File: src/rtl/multicycle_ctrl_fsm_pkg.sv
// Shared encodings for the multi-cycle datapath control: state codes,
// opcodes, mux/ALU selects and the packed control word.
package ctrl_pkg;

  typedef enum logic [3:0] {
    ST_FETCH  = 4'd0,
    ST_DECODE = 4'd1,
    ST_EXEC_R = 4'd2,
    ST_EXEC_I = 4'd3,
    ST_ADDR   = 4'd4,
    ST_MEM_RD = 4'd5,
    ST_MEM_WB = 4'd6,
    ST_MEM_WR = 4'd7,
    ST_ALU_WB = 4'd8,
    ST_BRANCH = 4'd9,
    ST_JUMP   = 4'd10,
    ST_HALT   = 4'd11
  } state_e;

  localparam logic [3:0] OP_ADD  = 4'b0000;
  localparam logic [3:0] OP_ADDI = 4'b0001;
  localparam logic [3:0] OP_LW   = 4'b0100;
  localparam logic [3:0] OP_SW   = 4'b0101;
  localparam logic [3:0] OP_JMP  = 4'b1000;
  localparam logic [3:0] OP_BEQ  = 4'b1100;
  localparam logic [3:0] OP_BNE  = 4'b1101;
  localparam logic [3:0] OP_HALT = 4'b1111;

  typedef enum logic [1:0] {
    ALU_ADD   = 2'b00,
    ALU_SUB   = 2'b01,
    ALU_FUNCT = 2'b10
  } alu_op_e;

  typedef enum logic [1:0] {
    SRCB_REG  = 2'b00,
    SRCB_ONE  = 2'b01,
    SRCB_IMM  = 2'b10,
    SRCB_BOFS = 2'b11
  } alu_src_b_e;

  typedef enum logic [1:0] {
    PCSRC_ALU    = 2'b00,
    PCSRC_ALUOUT = 2'b01,
    PCSRC_JUMP   = 2'b10
  } pc_src_e;

  typedef struct packed {
    logic       pc_write;
    logic       bpc_write;
    logic       nbpc_write;
    logic       ir_write;
    logic       mem_read;
    logic       mem_write;
    logic       iord;
    logic       reg_write;
    logic       reg_dst;
    logic       mem_to_reg;
    logic       alu_src_a;
    alu_src_b_e alu_src_b;
    alu_op_e    alu_op;
    pc_src_e    pc_src;
    logic       halted;
  } ctrl_word_t;

endpackage

File: src/rtl/multicycle_ctrl_fsm_if.sv
// Control bundle between the sequencer (master) and the datapath (slave).
interface multicycle_ctrl_fsm_if #(
  parameter int OPCODE_W = 4,
  parameter int CNT_W    = 16
);
  logic [OPCODE_W-1:0] opcode;
  logic                PC_write;
  logic                BPC_write;
  logic                NBPC_write;
  logic                IR_write;
  logic                mem_read;
  logic                mem_write;
  logic                iord;
  logic                reg_write;
  logic                reg_dst;
  logic                mem_to_reg;
  logic                alu_src_a;
  logic [1:0]          alu_src_b;
  logic [1:0]          alu_op;
  logic [1:0]          pc_src;
  logic                halted;
  logic                illegal_op;
  logic [CNT_W-1:0]    retire_cnt;

  modport master (
    input  opcode,
    output PC_write, BPC_write, NBPC_write, IR_write, mem_read, mem_write,
           iord, reg_write, reg_dst, mem_to_reg, alu_src_a, alu_src_b,
           alu_op, pc_src, halted, illegal_op, retire_cnt
  );

  modport slave (
    output opcode,
    input  PC_write, BPC_write, NBPC_write, IR_write, mem_read, mem_write,
           iord, reg_write, reg_dst, mem_to_reg, alu_src_a, alu_src_b,
           alu_op, pc_src, halted, illegal_op, retire_cnt
  );
endinterface

File: src/rtl/multicycle_ctrl_fsm_ctrl_out_decode.sv
// Moore output decode: registered state plus latched opcode -> control word.
module ctrl_out_decode
  import ctrl_pkg::*;
(
  input  state_e     i_state,
  input  logic [3:0] i_op_q,
  output ctrl_word_t o_ctrl
);

  // Every field defaults to 0; each state raises only what it needs.
  always_comb begin
    o_ctrl = '0;
    case (i_state)
      ST_FETCH: begin
        o_ctrl.mem_read  = 1'b1;
        o_ctrl.ir_write  = 1'b1;
        o_ctrl.alu_src_b = SRCB_ONE;
        o_ctrl.pc_write  = 1'b1;
      end
      ST_DECODE: o_ctrl.alu_src_b = SRCB_BOFS;
      ST_EXEC_R: begin
        o_ctrl.alu_src_a = 1'b1;
        o_ctrl.alu_op    = ALU_FUNCT;
      end
      ST_EXEC_I, ST_ADDR: begin
        o_ctrl.alu_src_a = 1'b1;
        o_ctrl.alu_src_b = SRCB_IMM;
      end
      ST_MEM_RD: begin
        o_ctrl.mem_read = 1'b1;
        o_ctrl.iord     = 1'b1;
      end
      ST_MEM_WB: begin
        o_ctrl.reg_write  = 1'b1;
        o_ctrl.mem_to_reg = 1'b1;
      end
      ST_MEM_WR: begin
        o_ctrl.mem_write = 1'b1;
        o_ctrl.iord      = 1'b1;
      end
      ST_ALU_WB: begin
        o_ctrl.reg_write = 1'b1;
        o_ctrl.reg_dst   = (i_op_q == OP_ADD);
      end
      ST_BRANCH: begin
        o_ctrl.alu_src_a  = 1'b1;
        o_ctrl.alu_op     = ALU_SUB;
        o_ctrl.pc_src     = PCSRC_ALUOUT;
        o_ctrl.bpc_write  = (i_op_q == OP_BEQ);
        o_ctrl.nbpc_write = (i_op_q == OP_BNE);
      end
      ST_JUMP: begin
        o_ctrl.pc_src   = PCSRC_JUMP;
        o_ctrl.pc_write = 1'b1;
      end
      ST_HALT: o_ctrl.halted = 1'b1;
      default: o_ctrl = '0;
    endcase
  end

endmodule

File: src/rtl/multicycle_ctrl_fsm.sv
// Multi-cycle control sequencer: state, latched opcode, retire counter and
// sticky illegal flag. Outputs are forced low while reset is held.
//
// state  | meaning
// FETCH  | read instr into IR, PC <= PC + 1
// DECODE | latch opcode, precompute branch target
// EXEC_R | R-type ALU op
// EXEC_I | immediate ALU op
// ADDR   | load/store address compute
// MEM_RD | load data read
// MEM_WB | load write-back
// MEM_WR | store write
// ALU_WB | ALU result write-back
// BRANCH | compare, conditional PC load
// JUMP   | unconditional PC load
// HALT   | parked until reset
module multicycle_ctrl_fsm
  import ctrl_pkg::*;
#(
  parameter int OPCODE_W = 4,
  parameter int CNT_W    = 16
) (
  input  logic                  clk,
  input  logic                  reset,
  multicycle_ctrl_fsm_if.master bus
);

  state_e           r_state;
  state_e           w_state_nxt;
  logic [3:0]       r_op_q;
  logic [3:0]       w_opc;
  logic [CNT_W-1:0] r_retire_cnt;
  logic             r_illegal_op;
  logic             w_decode_illegal;
  ctrl_word_t       w_ctrl;

  assign w_opc = 4'(bus.opcode);

  // State, opcode latch, retire counter and sticky illegal flag.
  always_ff @(posedge clk) begin
    if (reset) begin
      r_state      <= ST_FETCH;
      r_op_q       <= '0;
      r_retire_cnt <= '0;
      r_illegal_op <= 1'b0;
    end else begin
      r_state <= w_state_nxt;
      if (r_state == ST_DECODE) r_op_q <= w_opc;
      if (w_decode_illegal) r_illegal_op <= 1'b1;
      if ((w_state_nxt == ST_FETCH) && (r_state != ST_FETCH))
        r_retire_cnt <= r_retire_cnt + CNT_W'(1);
    end
  end

  // Next-state selection; undefined opcodes retire as a NOP from DECODE.
  always_comb begin
    w_state_nxt      = ST_FETCH;
    w_decode_illegal = 1'b0;
    case (r_state)
      ST_FETCH: w_state_nxt = ST_DECODE;
      ST_DECODE: begin
        case (w_opc)
          OP_ADD:          w_state_nxt = ST_EXEC_R;
          OP_ADDI:         w_state_nxt = ST_EXEC_I;
          OP_LW, OP_SW:    w_state_nxt = ST_ADDR;
          OP_BEQ, OP_BNE:  w_state_nxt = ST_BRANCH;
          OP_JMP:          w_state_nxt = ST_JUMP;
          OP_HALT:         w_state_nxt = ST_HALT;
          default: begin
            w_state_nxt      = ST_FETCH;
            w_decode_illegal = 1'b1;
          end
        endcase
      end
      ST_EXEC_R, ST_EXEC_I: w_state_nxt = ST_ALU_WB;
      ST_ADDR:   w_state_nxt = (r_op_q == OP_LW) ? ST_MEM_RD : ST_MEM_WR;
      ST_MEM_RD: w_state_nxt = ST_MEM_WB;
      ST_HALT:   w_state_nxt = ST_HALT;
      default:   w_state_nxt = ST_FETCH;
    endcase
  end

  ctrl_out_decode u_decode (
    .i_state (r_state),
    .i_op_q  (r_op_q),
    .o_ctrl  (w_ctrl)
  );

  assign bus.PC_write   = !reset && w_ctrl.pc_write;
  assign bus.BPC_write  = !reset && w_ctrl.bpc_write;
  assign bus.NBPC_write = !reset && w_ctrl.nbpc_write;
  assign bus.IR_write   = !reset && w_ctrl.ir_write;
  assign bus.mem_read   = !reset && w_ctrl.mem_read;
  assign bus.mem_write  = !reset && w_ctrl.mem_write;
  assign bus.iord       = !reset && w_ctrl.iord;
  assign bus.reg_write  = !reset && w_ctrl.reg_write;
  assign bus.reg_dst    = !reset && w_ctrl.reg_dst;
  assign bus.mem_to_reg = !reset && w_ctrl.mem_to_reg;
  assign bus.alu_src_a  = !reset && w_ctrl.alu_src_a;
  assign bus.alu_src_b  = reset ? 2'b00 : w_ctrl.alu_src_b;
  assign bus.alu_op     = reset ? 2'b00 : w_ctrl.alu_op;
  assign bus.pc_src     = reset ? 2'b00 : w_ctrl.pc_src;
  assign bus.halted     = !reset && w_ctrl.halted;
  assign bus.illegal_op = !reset && r_illegal_op;
  assign bus.retire_cnt = reset ? '0 : r_retire_cnt;

endmodule

File: src/flat_wrapper.sv
// flat-port wrapper written by rule: the top's interface ports become plain ports
module multicycle_ctrl_fsm_flat import ctrl_pkg::*;
#(
  parameter int OPCODE_W = 4,
  parameter int CNT_W    = 16
)
  (clk, reset, bus_opcode, bus_PC_write, bus_BPC_write, bus_NBPC_write, bus_IR_write, bus_mem_read, bus_mem_write, bus_iord, bus_reg_write, bus_reg_dst, bus_mem_to_reg, bus_alu_src_a, bus_alu_src_b, bus_alu_op, bus_pc_src, bus_halted, bus_illegal_op, bus_retire_cnt);
  multicycle_ctrl_fsm_if #(.OPCODE_W(OPCODE_W), .CNT_W(CNT_W)) bus_i ();
  input  logic clk;
  input  logic reset;
  input wire logic [$bits(bus_i.opcode)-1:0] bus_opcode;
  output wire logic [$bits(bus_i.PC_write)-1:0] bus_PC_write;
  output wire logic [$bits(bus_i.BPC_write)-1:0] bus_BPC_write;
  output wire logic [$bits(bus_i.NBPC_write)-1:0] bus_NBPC_write;
  output wire logic [$bits(bus_i.IR_write)-1:0] bus_IR_write;
  output wire logic [$bits(bus_i.mem_read)-1:0] bus_mem_read;
  output wire logic [$bits(bus_i.mem_write)-1:0] bus_mem_write;
  output wire logic [$bits(bus_i.iord)-1:0] bus_iord;
  output wire logic [$bits(bus_i.reg_write)-1:0] bus_reg_write;
  output wire logic [$bits(bus_i.reg_dst)-1:0] bus_reg_dst;
  output wire logic [$bits(bus_i.mem_to_reg)-1:0] bus_mem_to_reg;
  output wire logic [$bits(bus_i.alu_src_a)-1:0] bus_alu_src_a;
  output wire logic [$bits(bus_i.alu_src_b)-1:0] bus_alu_src_b;
  output wire logic [$bits(bus_i.alu_op)-1:0] bus_alu_op;
  output wire logic [$bits(bus_i.pc_src)-1:0] bus_pc_src;
  output wire logic [$bits(bus_i.halted)-1:0] bus_halted;
  output wire logic [$bits(bus_i.illegal_op)-1:0] bus_illegal_op;
  output wire logic [$bits(bus_i.retire_cnt)-1:0] bus_retire_cnt;
  assign bus_i.opcode = bus_opcode;
  assign bus_PC_write = bus_i.PC_write;
  assign bus_BPC_write = bus_i.BPC_write;
  assign bus_NBPC_write = bus_i.NBPC_write;
  assign bus_IR_write = bus_i.IR_write;
  assign bus_mem_read = bus_i.mem_read;
  assign bus_mem_write = bus_i.mem_write;
  assign bus_iord = bus_i.iord;
  assign bus_reg_write = bus_i.reg_write;
  assign bus_reg_dst = bus_i.reg_dst;
  assign bus_mem_to_reg = bus_i.mem_to_reg;
  assign bus_alu_src_a = bus_i.alu_src_a;
  assign bus_alu_src_b = bus_i.alu_src_b;
  assign bus_alu_op = bus_i.alu_op;
  assign bus_pc_src = bus_i.pc_src;
  assign bus_halted = bus_i.halted;
  assign bus_illegal_op = bus_i.illegal_op;
  assign bus_retire_cnt = bus_i.retire_cnt;
  multicycle_ctrl_fsm #(.OPCODE_W(OPCODE_W), .CNT_W(CNT_W)) u_core (.clk(clk), .reset(reset), .bus(bus_i));
endmodule
File: config.mk
export PLATFORM = sky130hd
export DESIGN_NAME = multicycle_ctrl_fsm_flat
export DESIGN_NICKNAME = d
export VERILOG_FILES = /design/src/rtl/multicycle_ctrl_fsm_pkg.sv /design/src/rtl/multicycle_ctrl_fsm_if.sv /design/src/rtl/multicycle_ctrl_fsm_ctrl_out_decode.sv /design/src/rtl/multicycle_ctrl_fsm.sv /design/src/flat_wrapper.sv
export SDC_FILE = /design/constraint.sdc
export NUM_CORES = 1
export LEC_CHECK = 0
export CELL_PAD_IN_SITES_DETAIL_PLACEMENT = 0
export CELL_PAD_IN_SITES_GLOBAL_PLACEMENT = 1
export CORE_MARGIN = 4
export CORE_UTILIZATION = 32
export CTS_CLUSTER_SIZE = 20
export DETAILED_ROUTE_END_ITERATION = 6
export PLACE_DENSITY_LB_ADDON = 0.1
export SLEW_MARGIN = 0
export SYNTH_ARGS = -nofsm -noshare
export SYNTH_HDL_FRONTEND = slang
export SYNTH_HIERARCHICAL = 1
export SYNTH_SLANG_ARGS = --single-unit
File: constraint.sdc
create_clock -name clk -period 2 [get_ports clk]
set_input_delay 0.2 -clock clk [delete_from_list [all_inputs] [get_ports clk]]
set_output_delay 0.2 -clock clk [all_outputs]
set_load 0.02 [all_outputs]
==> impl_metrics.toml, run 1 <==
[detailed_routing]
vias = 1762
ant_nets = 0
wl_per_cell_um = 12.8
drt_iter0_drc = 50
first_pass_iters = 4
via_per_inst = 4.88
drc_errors = 0
routed_wirelength_mm = 4.63

[sta]
finClkSkew_ns = 0.00503
setup_ws_ns = -0.0172
hold_viol = 0
max_freq_ghz = 0.496
setup_viol = 2
min_period_ns = 2.02
slew_viol_final = 0
fin_crit_sh_pct = 101
rsz0062_at_grt = "true"
tns_ns = -0.0237
max_slew_margin_pct = 70.7
worst_pin_slew_ns = 0.438

[grt]
overflow = 0
antenna_found_initial = 0
grt_pass1_wl_mm = 7.95
grt_start_max_net_pins = 61
first_global_vias = 1717
grt_usage_pct = 14.9

[synthesis]
synth_mux_area_share_pct = 11.4
synth-edff-count = 0
yosys_warnings = 6
synth_top_area_share_pct = 28.8
seq_area_frac_synth_pct = 28.8
ys_seq_elements = 25
synthTopCellsByArea = "dfxtp_1 (29%), nor2b_1 (13%), nor2_1 (7.1%)"
synth_xor_area_share_pct = 1.01
synth.avg_cell_area_um2 = 7.84
synth_compound_area_share_pct = 6.76
synth-main-ff-cell = "dfxtp_1"
synth_simple_gate_area_share_pct = 46.5
synth_fa_ha_area_share_pct = 0.719
ys_async_sr_fraction_pct = 0
yosys.area.top_type = "dfxtp_1"
synth.distinct_cells = 39
synth_top_family_by_area = "simple AND/OR/NAND/NOR gates"
synthCells = 222
synthesis.nets = 229
syn-cell-area_um2 = 1740

[clock_network]
htreeDepth = 1
clockBufferDepth = 2
clkTransAtPathRegs_ns = 0.09
clk_latency_ns = 0.27
cts_tree = "done"
cts-buffers-inserted = 3
clock-root-buffer = "clkbuf_8"
cts_sinks = 25

[pwr]
p_switching_uw = 406
cellLeakagePower_uw = 0.00103
clockPowerShare_pct = 24.9
powerDensity_nw_per_um2 = 481
power_frac_comb_pct = 32.1
netSwitchingFraction_pct = 32.3
p_int_uw = 850
vdd_drop_max_mv = 0.339
p_seq_share_pct = 43.0

[die]
rows = 26
initial_core_util_pct = 33.4
die_x_um = 81.8
io_pins = 41
floorplan.die_area_um2 = 6680
core_um2 = 5200
die_y_um = 81.8

[setup_path]
cp-startpoint = "u_core/r_state[0]$_SDFF_PP0_"
crit_arrival_ns = 2.19
crit_path_end_kind = "flop"
path_class = "reg2reg"
slowest_stage = "or4b_4"
r2r-start = "u_core/r_state[0]$_SDFF_PP0_"
path_delay_family = "simple AND/OR/NAND/NOR gates"
cp.required_ns = 2.17
start_kind = "flop"
critical_path.cell_chain = "or4b_4 > o221ai_4 > buf_6 > o21ai_4 > nor4_4 > mux2_4"
crit_fanout = 6
cp_slowest_stage_delay_ns = 0.50
path_buf_inv = 1

[place]
port_buffers = 40
dpl-instance-area_um2 = 2430
dp_slack_ns = -0.308
gp_congestion = 0.755
dpl.hpwl_mm = 3.27
dp_cells = 353

[worst_hold_path]
hold_path.class = "in2reg"
hold_start = "reset"

[outcome]
status = "finished, violations left"
violations = "setup timing"

[cells_and_area]
drive_above_1_share_pct = 29.2
fin_cells = 361
multi_input_area_um2 = 1310
stdcell_area_um2 = 2610
syn_to_final_growth_pct = 50.0
fill_cells = 547
regArea_um2 = 507
fin_nets = 299
antenna_cells = 0
post-route-util_pct = 50.1

[flow_run]
max_cap_viol_count = 0
Yosys cell counts, drive strengths merged (4+ instances only):
master,number
nand3,8
buf,7
nor3,9
inv,6
dfxtp,25
nor2b,37
mux2,14
nor2,33
nand2b,8
nand4,8
clkbuf,6
mux2i,4
o21ai,5
a21oi,9
nand2,4
nor4,13
nor4b,4
state kept, by name (all words and copies together), names as in the netlist:
register / cells
u_core/r_illegal_op: 1
u_core/r_retire_cnt: 16
u_core/r_op_q: 4
u_core/r_state: 4
worst min-delay path, delay by kind of cell:
| kind | cells | cell delay (ns) |
|---|---|---|
| compound gates | 1 | 0.06 |
| buf+inv | 2 | 0.34 |
final cells by class:
| class | count | share of cell area (%) |
|---|---|---|
| well taps | 70 | 3.36 |
| inverters | 6 | 0.863 |
| flip-flops and latches | 25 | 19.4 |
| multi-input cells | 179 | 50.2 |
| clock buffers | 4 | 1.73 |
| repair buffers | 77 | 24.4 |
path summary, 6_finish.rpt:
path | to | slack (ns) | depth (start not counted)
setup reg to reg | u_core/r_retire_cnt[6]$_SDFFE_PP0P_ | -0.02 | 6
hold / removal | u_core/r_state[0]$_SDFF_PP0_ | 0.37 | 3
hold reg to reg | u_core/r_illegal_op$_SDFFE_PP0P_ | 0.48 | 2
setup / recovery | u_core/r_retire_cnt[6]$_SDFFE_PP0P_ | -0.02 | 6
timing repair:
action,in CTS,in global routing
gates cloned,1,0
pin swaps,9,5
hold buffers,0,0
gates resized for setup,40,25
buffers inserted,2,1
hold endpoints to repair,0,0
setup endpoints to repair,32,26
stage by stage:
stage               total power (uW)  hold slack (ns)
finish                          1260            0.373
global route                    1350            0.389
CTS                             1260            0.370
detailed placement               910            0.477
global placement                 911            0.461
floorplan                        751            0.347
power by group through the flow:
| stage | logic, uW | registers (uW) | clock network [uW] |
|---|---|---|---|
| after CTS | 391 | 539 | 331 |
| final | 403 | 539 | 313 |
| after detailed placement | 362 | 548 | 0 |
| after floorplan | 199 | 552 | 0 |
| after global placement | 363 | 548 | 0 |
| after global routing | 443 | 544 | 359 |
per-layer routing:
layer | track usage (%) | up-vias | wire [um]
met5 | 0 | - | 0
met4 | 2.99 | 0 | 28
met3 | 3.62 | 4 | 178
met2 | 24.8 | 26 | 2160
met1 | 19.4 | 810 | 2260
li1 | - | 922 | -
cell usage in the layout (no fill, tap or decap), types with 3 or more instances in the layout:
cell type	instances
buf_4	35
clkbuf_2	7
nand3_1	8
inv_1	6
nor3_1	7
o21ai_0	3
nand2b_1	8
clkbuf_8	3
nor4_2	8
mux2_1	7
nor2b_1	37
nor2_1	32
mux2i_1	4
nor4_4	3
a21oi_1	9
dlygate4sd2_1	9
mux2_2	6
or3_1	3
nand4_1	7
clkdlybuf4s50_1	21
nand2_1	4
dfxtp_1	22
cell families (layout without fill, tap and decap cells):
kind of cell	count (synthesis)	after routing
XOR/XNOR	2	2
AND/OR/NAND/NOR	138	138
adder cells (fa/ha/maj)	1	1
multiplexers	18	18
buffers and inverters	19	87
flip-flops	25	25
AO/OA/AOI/OAI	19	20
(Power assumes the default switching activity.)
==> inputs of run 2 (changes only) <==
--- a/config.mk
+++ b/config.mk
@@ -5,6 +5,7 @@
 export SDC_FILE = /design/constraint.sdc
 export NUM_CORES = 1
 export LEC_CHECK = 0
+export ABC_AREA = 1
 export CELL_PAD_IN_SITES_DETAIL_PLACEMENT = 0
 export CELL_PAD_IN_SITES_GLOBAL_PLACEMENT = 1
 export CORE_MARGIN = 4
==> run 2 against run 1 <==
The flow now finishes without violations. Synthesized cell count increased by 50%. Register-to-register slack better by 0.37 ns. Sequential share of layout area grew 0.30 points. Largest cell class unchanged. Worst setup slack better by 0.28 ns. Cell area down 1.8%. Hold slack worse by 0.053 ns. Non-clock buffer count down 30. Critical path depth grew 1. Power decreased by 0.18%. Count of clock-buffer cells in the layout stayed put. Combinational power decreased by 2%. Final cell count increased by 24%.
==> impl_metrics.toml, run 2 <==
[synthesis]
synthesis.nets = 339
synth_most_common_cell = "nor2_1"
synth_top_area_share_pct = 25.2
synthCells = 332
synth.distinct_cells = 31
ys_top_cells_by_count = "nor2_1 (73), inv_1 (58), nand2_1 (58)"
seq_area_frac_synth_pct = 25.2
synth-edff-count = 0
synth-main-ff-cell = "dfxtp_1"
ys_async_sr_fraction_pct = 0
synthTopCellsByArea = "dfxtp_1 (25%), nor2_1 (14%), inv_1 (11%)"
yosys_warnings = 6
ys_seq_elements = 25
yosys.area.top_type = "dfxtp_1"
synth.avg_cell_area_um2 = 5.97
syn-cell-area_um2 = 1980

[detailed_routing]
wl_per_cell_um = 10.5
drc_errors = 0
drt_iter0_drc = 63
routed_wirelength_mm = 4.73
wl_met2_mm = 2.46
wl_met1_mm = 2.08
vias = 2012
via_per_inst = 4.48
ant_nets = 0
routed-wl-met3_um = 140
top_layer = "met4"
first_pass_iters = 4

[grt]
grt_start_max_net_pins = 20
antenna_found_initial = 0
first_global_vias = 1936
grt_pass1_wl_mm = 8.51
grt_usage_pct = 13.7
overflow = 0

[sta]
slew_viol_final = 0
min_period_ns = 1.74
rsz0062_at_grt = "false"
setup_viol = 0
max_slew_margin_pct = 73.7
worst_pin_slew_ns = 0.391
finClkSkew_ns = 0.00592
tns_ns = 0
max_freq_ghz = 0.575
fin_crit_sh_pct = 86.9
hold_viol = 0

[clock_network]
htreeDepth = 1
clock-root-buffer = "clkbuf_8"
holdBufCountCts = 0
cts_sinks = 25
cts_tree = "done"
clockBufferDepth = 2
clkTransAtPathRegs_ns = 0.09
postCtsSetupBuffers = 0
cts-buffers-inserted = 3
clk_latency_ns = 0.27

[pwr]
vdd_drop_max_mv = 0.265
power_uw = 1250
powerDensity_nw_per_um2 = 489
cellLeakagePower_uw = 0.00117

[die]
die_y_um = 86.7
die_x_um = 86.7
core_um2 = 5960
floorplan.die_area_um2 = 7520
initial_core_util_pct = 33.3
io_pins = 41
rows = 28

[cells_and_area]
fill_cells = 687
syn_to_final_growth_pct = 29.3
final_common_cell = "nor2_1"
top_register = "u_core/r_retire_cnt"
most-common-layout-cells = "nor2_1 (72), inv_1 (58), nand2_1 (58)"
largest_register_ffs = 16
reg_top3 = "u_core/r_retire_cnt x16, u_core/r_op_q x4, u_core/r_state x4"
fin_nets = 382
drive_above_1_share_pct = 15.2
antenna_cells = 0
post-route-util_pct = 43.0

[place]
dpl.hpwl_mm = 3.73
port_buffers = 40
gp_congestion = 0.780

[setup_path]
path_class = "reg2out"
cp_slowest_stage_delay_ns = 0.40
ff2ff_setup_slack_ns = 0.35
critical_path.cell_chain = "inv_1 > nor2_2 > nand2_2 > nor2_1 > inv_1 > nor2_1 > dlygate4sd2_1"
crit_fanout = 7
crit_arrival_ns = 1.54
crit_path_end_kind = "primary output"
start_kind = "flop"
cp.required_ns = 1.80
slowest_stage = "dfxtp_2"

[outcome]
status = "finished clean"

[flow_run]
max_cap_viol_count = 0

[worst_hold_path]
hold_path.class = "in2reg"
run 2: cell count changes after synthesis, sizes merged, moves of 13 or more:
| cell | before | now |
|---|---|---|
| nand2 | 4 | 74 |
| a21oi | 9 | 22 |
| inv | 6 | 63 |
| nor2b | 37 | 0 |
| mux2 | 14 | 0 |
| nand3 | 8 | 32 |
| nor4 | 13 | 0 |
| nor2 | 33 | 79 |
run 2: worst max-delay path, delay by kind of cell, from the launching register on:
kind / cells / cell delay [ns]
buf+inv: 3 / 0.48
flops: 1 / 0.40
simple gates: 4 / 0.38
run 2: cells by family (layout without fill, tap and decap cells):
kind of cell,count (synthesis),after routing,share of synthesized area [%]
DFF,25,25,25.2
buffers and inverters,72,114,14.8
AOI/OAI and AO/OA,31,31,10.3
xor gates and xnor gates,10,10,4.42
and+or+nand+nor,193,193,44.6
adders and majority gates,1,1,0.631
run 2: through the flow:
stage               area, um^2  std cells  setup WS [ns]  hold slack (ns)
floorplan                 1980        332          0.446            0.347
global placement          2510        445          0.160            0.457
detailed placement        2510        445          0.116            0.466
CTS                       2540        449        0.00422            0.320
global route              2560        449          0.104            0.329
finish                    2560        449          0.262            0.320
run 2: path summary, 6_finish.rpt:
| path | start | end | depth (start not counted) |
|---|---|---|---|
| setup / recovery | u_core/r_state[0]$_SDFF_PP0_ | bus_BPC_write | 7 |
| hold / removal | reset | u_core/r_retire_cnt[6]$_SDFFE_PP0P_ | 2 |
| setup reg to reg | u_core/r_retire_cnt[0]$_SDFFE_PP0P_ | u_core/r_retire_cnt[10]$_SDFFE_PP0P_ | 7 |
| hold reg to reg | u_core/r_illegal_op$_SDFFE_PP0P_ | u_core/r_illegal_op$_SDFFE_PP0P_ | 2 |
run 2: layout make-up:
| class | instances | area [um^2] | area share [%] |
|---|---|---|---|
| multi-input combinational | 235 | 1190 | 46.5 |
| tap | 75 | 93.8 | 3.66 |
| sequential | 25 | 505 | 19.7 |
| timing repair buffer | 47 | 489 | 19.1 |
| inverter | 63 | 239 | 9.32 |
| clock buffer | 4 | 45.0 | 1.76 |
run 2: routing by layer:
metal,vias up,global-route usage [%]
met2,24,25.7
met4,0,3.97
met3,4,1.90
met1,890,15.9
met5,-,0
li1,1094,-
run 2: what timing repair did:
| item | 4_1_cts | 5_1_grt |
|---|---|---|
| endpoints found under the hold margin | 0 | 0 |
| resized for setup | 14 | 9 |
| pin swaps | 0 | 0 |
| setup endpoints to repair | 16 | 7 |
run 2: power breakdown:
group	internal, uW	total (uW)	switching [uW]
sequential	523	553	30.1
clock	142	305	162
combinational	145	395	249
total	811	1250	442
==> inputs of run 3 (changes only) <==
--- a/config.mk
+++ b/config.mk
@@ -9,12 +9,11 @@
 export CELL_PAD_IN_SITES_DETAIL_PLACEMENT = 0
 export CELL_PAD_IN_SITES_GLOBAL_PLACEMENT = 1
 export CORE_MARGIN = 4
-export CORE_UTILIZATION = 32
+export CORE_UTILIZATION = 30
 export CTS_CLUSTER_SIZE = 20
 export DETAILED_ROUTE_END_ITERATION = 6
 export PLACE_DENSITY_LB_ADDON = 0.1
 export SLEW_MARGIN = 0
 export SYNTH_ARGS = -nofsm -noshare
 export SYNTH_HDL_FRONTEND = slang
-export SYNTH_HIERARCHICAL = 1
 export SYNTH_SLANG_ARGS = --single-unit
==> run 3 against run 2 <==
Global-route usage shrank 0.29 points. Synthesized cell count shrank 16%. Area after synthesis shrank 3.3%. Critical path depth shrank 2. Wire length grew 5.1%. Final cell count shrank 12%. Critical endpoint is now bus_alu_op[1]. Combinational power grew 14%. Highest routed layer unchanged. Largest power group unchanged. Utilization shrank 3.1 points. Non-clock buffer count is the same. Clock power grew 6%. Via count shrank 9.4%. First-iteration DRC count shrank 1.6%.
==> impl_metrics.toml, run 3 <==
[die]
initial_core_util_pct = 31.6
core_um2 = 6060
io_pins = 41
die_x_um = 87.9
floorplan.die_area_um2 = 7730
die_y_um = 87.9
rows = 28

[grt]
overflow = 0
antenna_found_initial = 0
grt_usage_pct = 13.4
grt_pass1_wl_mm = 8.29
grt_start_max_net_pins = 33
top_usage_layer = "met2"
first_global_vias = 1770
use_met3_pct = 1.79
met1_usage_pct = 17.1
met2_usage_pct = 23.2

[setup_path]
cp.required_ns = 1.80
crit_arrival_ns = 1.70
crit_fanout = 5
ff2ff_setup_slack_ns = 0.33
r2r_cells = 7
path_class = "reg2out"
crit_path_end_kind = "primary output"
start_kind = "flop"

[cells_and_area]
final_common_cell = "nand2_1"
reg_top3 = "u_core.r_retire_cnt x16, u_core.r_op_q x4, u_core.r_state x4"
largest_register_ffs = 16
most-common-layout-cells = "nand2_1 (47), nor2_1 (44), inv_1 (29)"
fin_nets = 328
fin_cells = 395
antenna_cells = 0
syn_to_final_growth_pct = 26.4
fill_cells = 690
drive_above_1_share_pct = 20.9
top_register = "u_core.r_retire_cnt"
stdcell_area_um2 = 2420

[pwr]
powerDensity_nw_per_um2 = 547
cellLeakagePower_uw = 0.00103
vdd_drop_max_mv = 0.253
power_uw = 1320

[clock_network]
clk_latency_ns = 0.28
htreeDepth = 1
postCtsSetupBuffers = 0
clkTransAtPathRegs_ns = 0.10
cts_sinks = 25
cts_tree = "done"
clock-root-buffer = "clkbuf_8"
holdBufCountCts = 0
clockBufferDepth = 2
cts-buffers-inserted = 3

[detailed_routing]
routed_wirelength_mm = 4.97
ant_nets = 0
vias = 1822
wl_per_cell_um = 12.6
drc_errors = 0
drt_iter0_drc = 62
first_pass_iters = 4
via_per_inst = 4.61

[sta]
fin_crit_sh_pct = 94.9
worst_pin_slew_ns = 0.412
finClkSkew_ns = 0.00571
max_slew_margin_pct = 72.3
setup_viol = 0
rsz0062_at_grt = "false"
setup_ws_ns = 0.102
hold_viol = 0
max_freq_ghz = 0.527
tns_ns = 0
min_period_ns = 1.90
slew_viol_final = 0

[synthesis]
synthTopCellsByArea = "dfxtp_1 (26%), nand2_1 (9.2%), nor2_1 (8.8%)"
synth_top_area_share_pct = 26.1
ys_async_sr_fraction_pct = 0
seq_area_frac_synth_pct = 26.1
ys_top_cells_by_count = "nand2_1 (47), nor2_1 (45), inv_1 (29)"
yosys_warnings = 0
synth_most_common_cell = "nand2_1"
yosys.area.top_type = "dfxtp_1"
synthesis.nets = 286
synth-edff-count = 0
synth-main-ff-cell = "dfxtp_1"
syn-cell-area_um2 = 1920
ys_seq_elements = 25
synthCells = 279
synth.avg_cell_area_um2 = 6.87
synth.distinct_cells = 31

[place]
gp_congestion = 0.740
dpl-instance-area_um2 = 2370
dp_slack_ns = 0.0805
dp_cells = 391
dpl.hpwl_mm = 3.73
port_buffers = 40

[worst_hold_path]
hold_depth = 3
hold_path.class = "in2reg"

[flow_run]
max_cap_viol_count = 0

[outcome]
status = "finished clean"
[run 3: cell count changes after synthesis, sizes merged, moves of 2 or more]
cell   delta
a21oi     +4
nor3      +4
o22ai     +2
inv      -28
nand4     +2
nand2     -9
nor2     -28
[run 3: final timing paths]
| check | to | from |
|---|---|---|
| max | bus_alu_op[1] | u_core.r_state[0]$_SDFF_PP0_ |
| min | u_core.r_retire_cnt[12]$_SDFFE_PP0P_ | reset |
| max reg2reg | u_core.r_retire_cnt[14]$_SDFFE_PP0P_ | u_core.r_retire_cnt[1]$_SDFFE_PP0P_ |
| min reg2reg | u_core.r_illegal_op$_SDFFE_PP0P_ | u_core.r_illegal_op$_SDFFE_PP0P_ |
[run 3: through the flow]
stage / util (%) / hold WS [ns]
after floorplan: - / 0.347
after detailed placement: 39.1 / 0.455
after global routing: 40.0 / 0.404
final: 40.0 / 0.379
after global placement: 39.1 / 0.454
after CTS: 39.7 / 0.365
[run 3: worst max-delay path: stages (launching register included)]
cell,delay (ns)
dfxtp_1,0.35
buf_4,0.16
nor2_1,0.08
nand2_1,0.11
nor2_1,0.11
clkdlybuf4s50_1,0.61
[run 3: per-layer routing]
layer	vias to the layer above	part of all wire (%)
met5	-	0
met4	0	1.4
met3	10	4.8
met2	46	47
met1	793	47
li1	973	-
[run 3: logic make-up after synthesis]
kind of cell	share of synthesized area (%)
flip-flops	26.1
XOR/XNOR	4.11
AND/OR/NAND/NOR	44.9
buffers and inverters	12.8
AO/OA/AOI/OAI	11.4
adder cells (fa/ha/maj)	0.653
[run 3: area by class of cell]
cell class	count	area (um^2)	area share, %
inverters	35	136	5.63
flip-flops and latches	25	500	20.7
multi-input cells	209	1180	48.7
clock buffers	4	45.0	1.86
well taps	75	93.8	3.87
repair buffers	47	468	19.3
[run 3: power by group]
part           internal (uW)  switching (uW)
Clock                    143             180
Combinational            162             288
Sequential               526            25.2
Total                    831             494
[run 3: what timing repair did]
action,CTS,global route
hold endpoints to repair,0,0
setup endpoints to repair,10,10
gates resized for setup,9,12
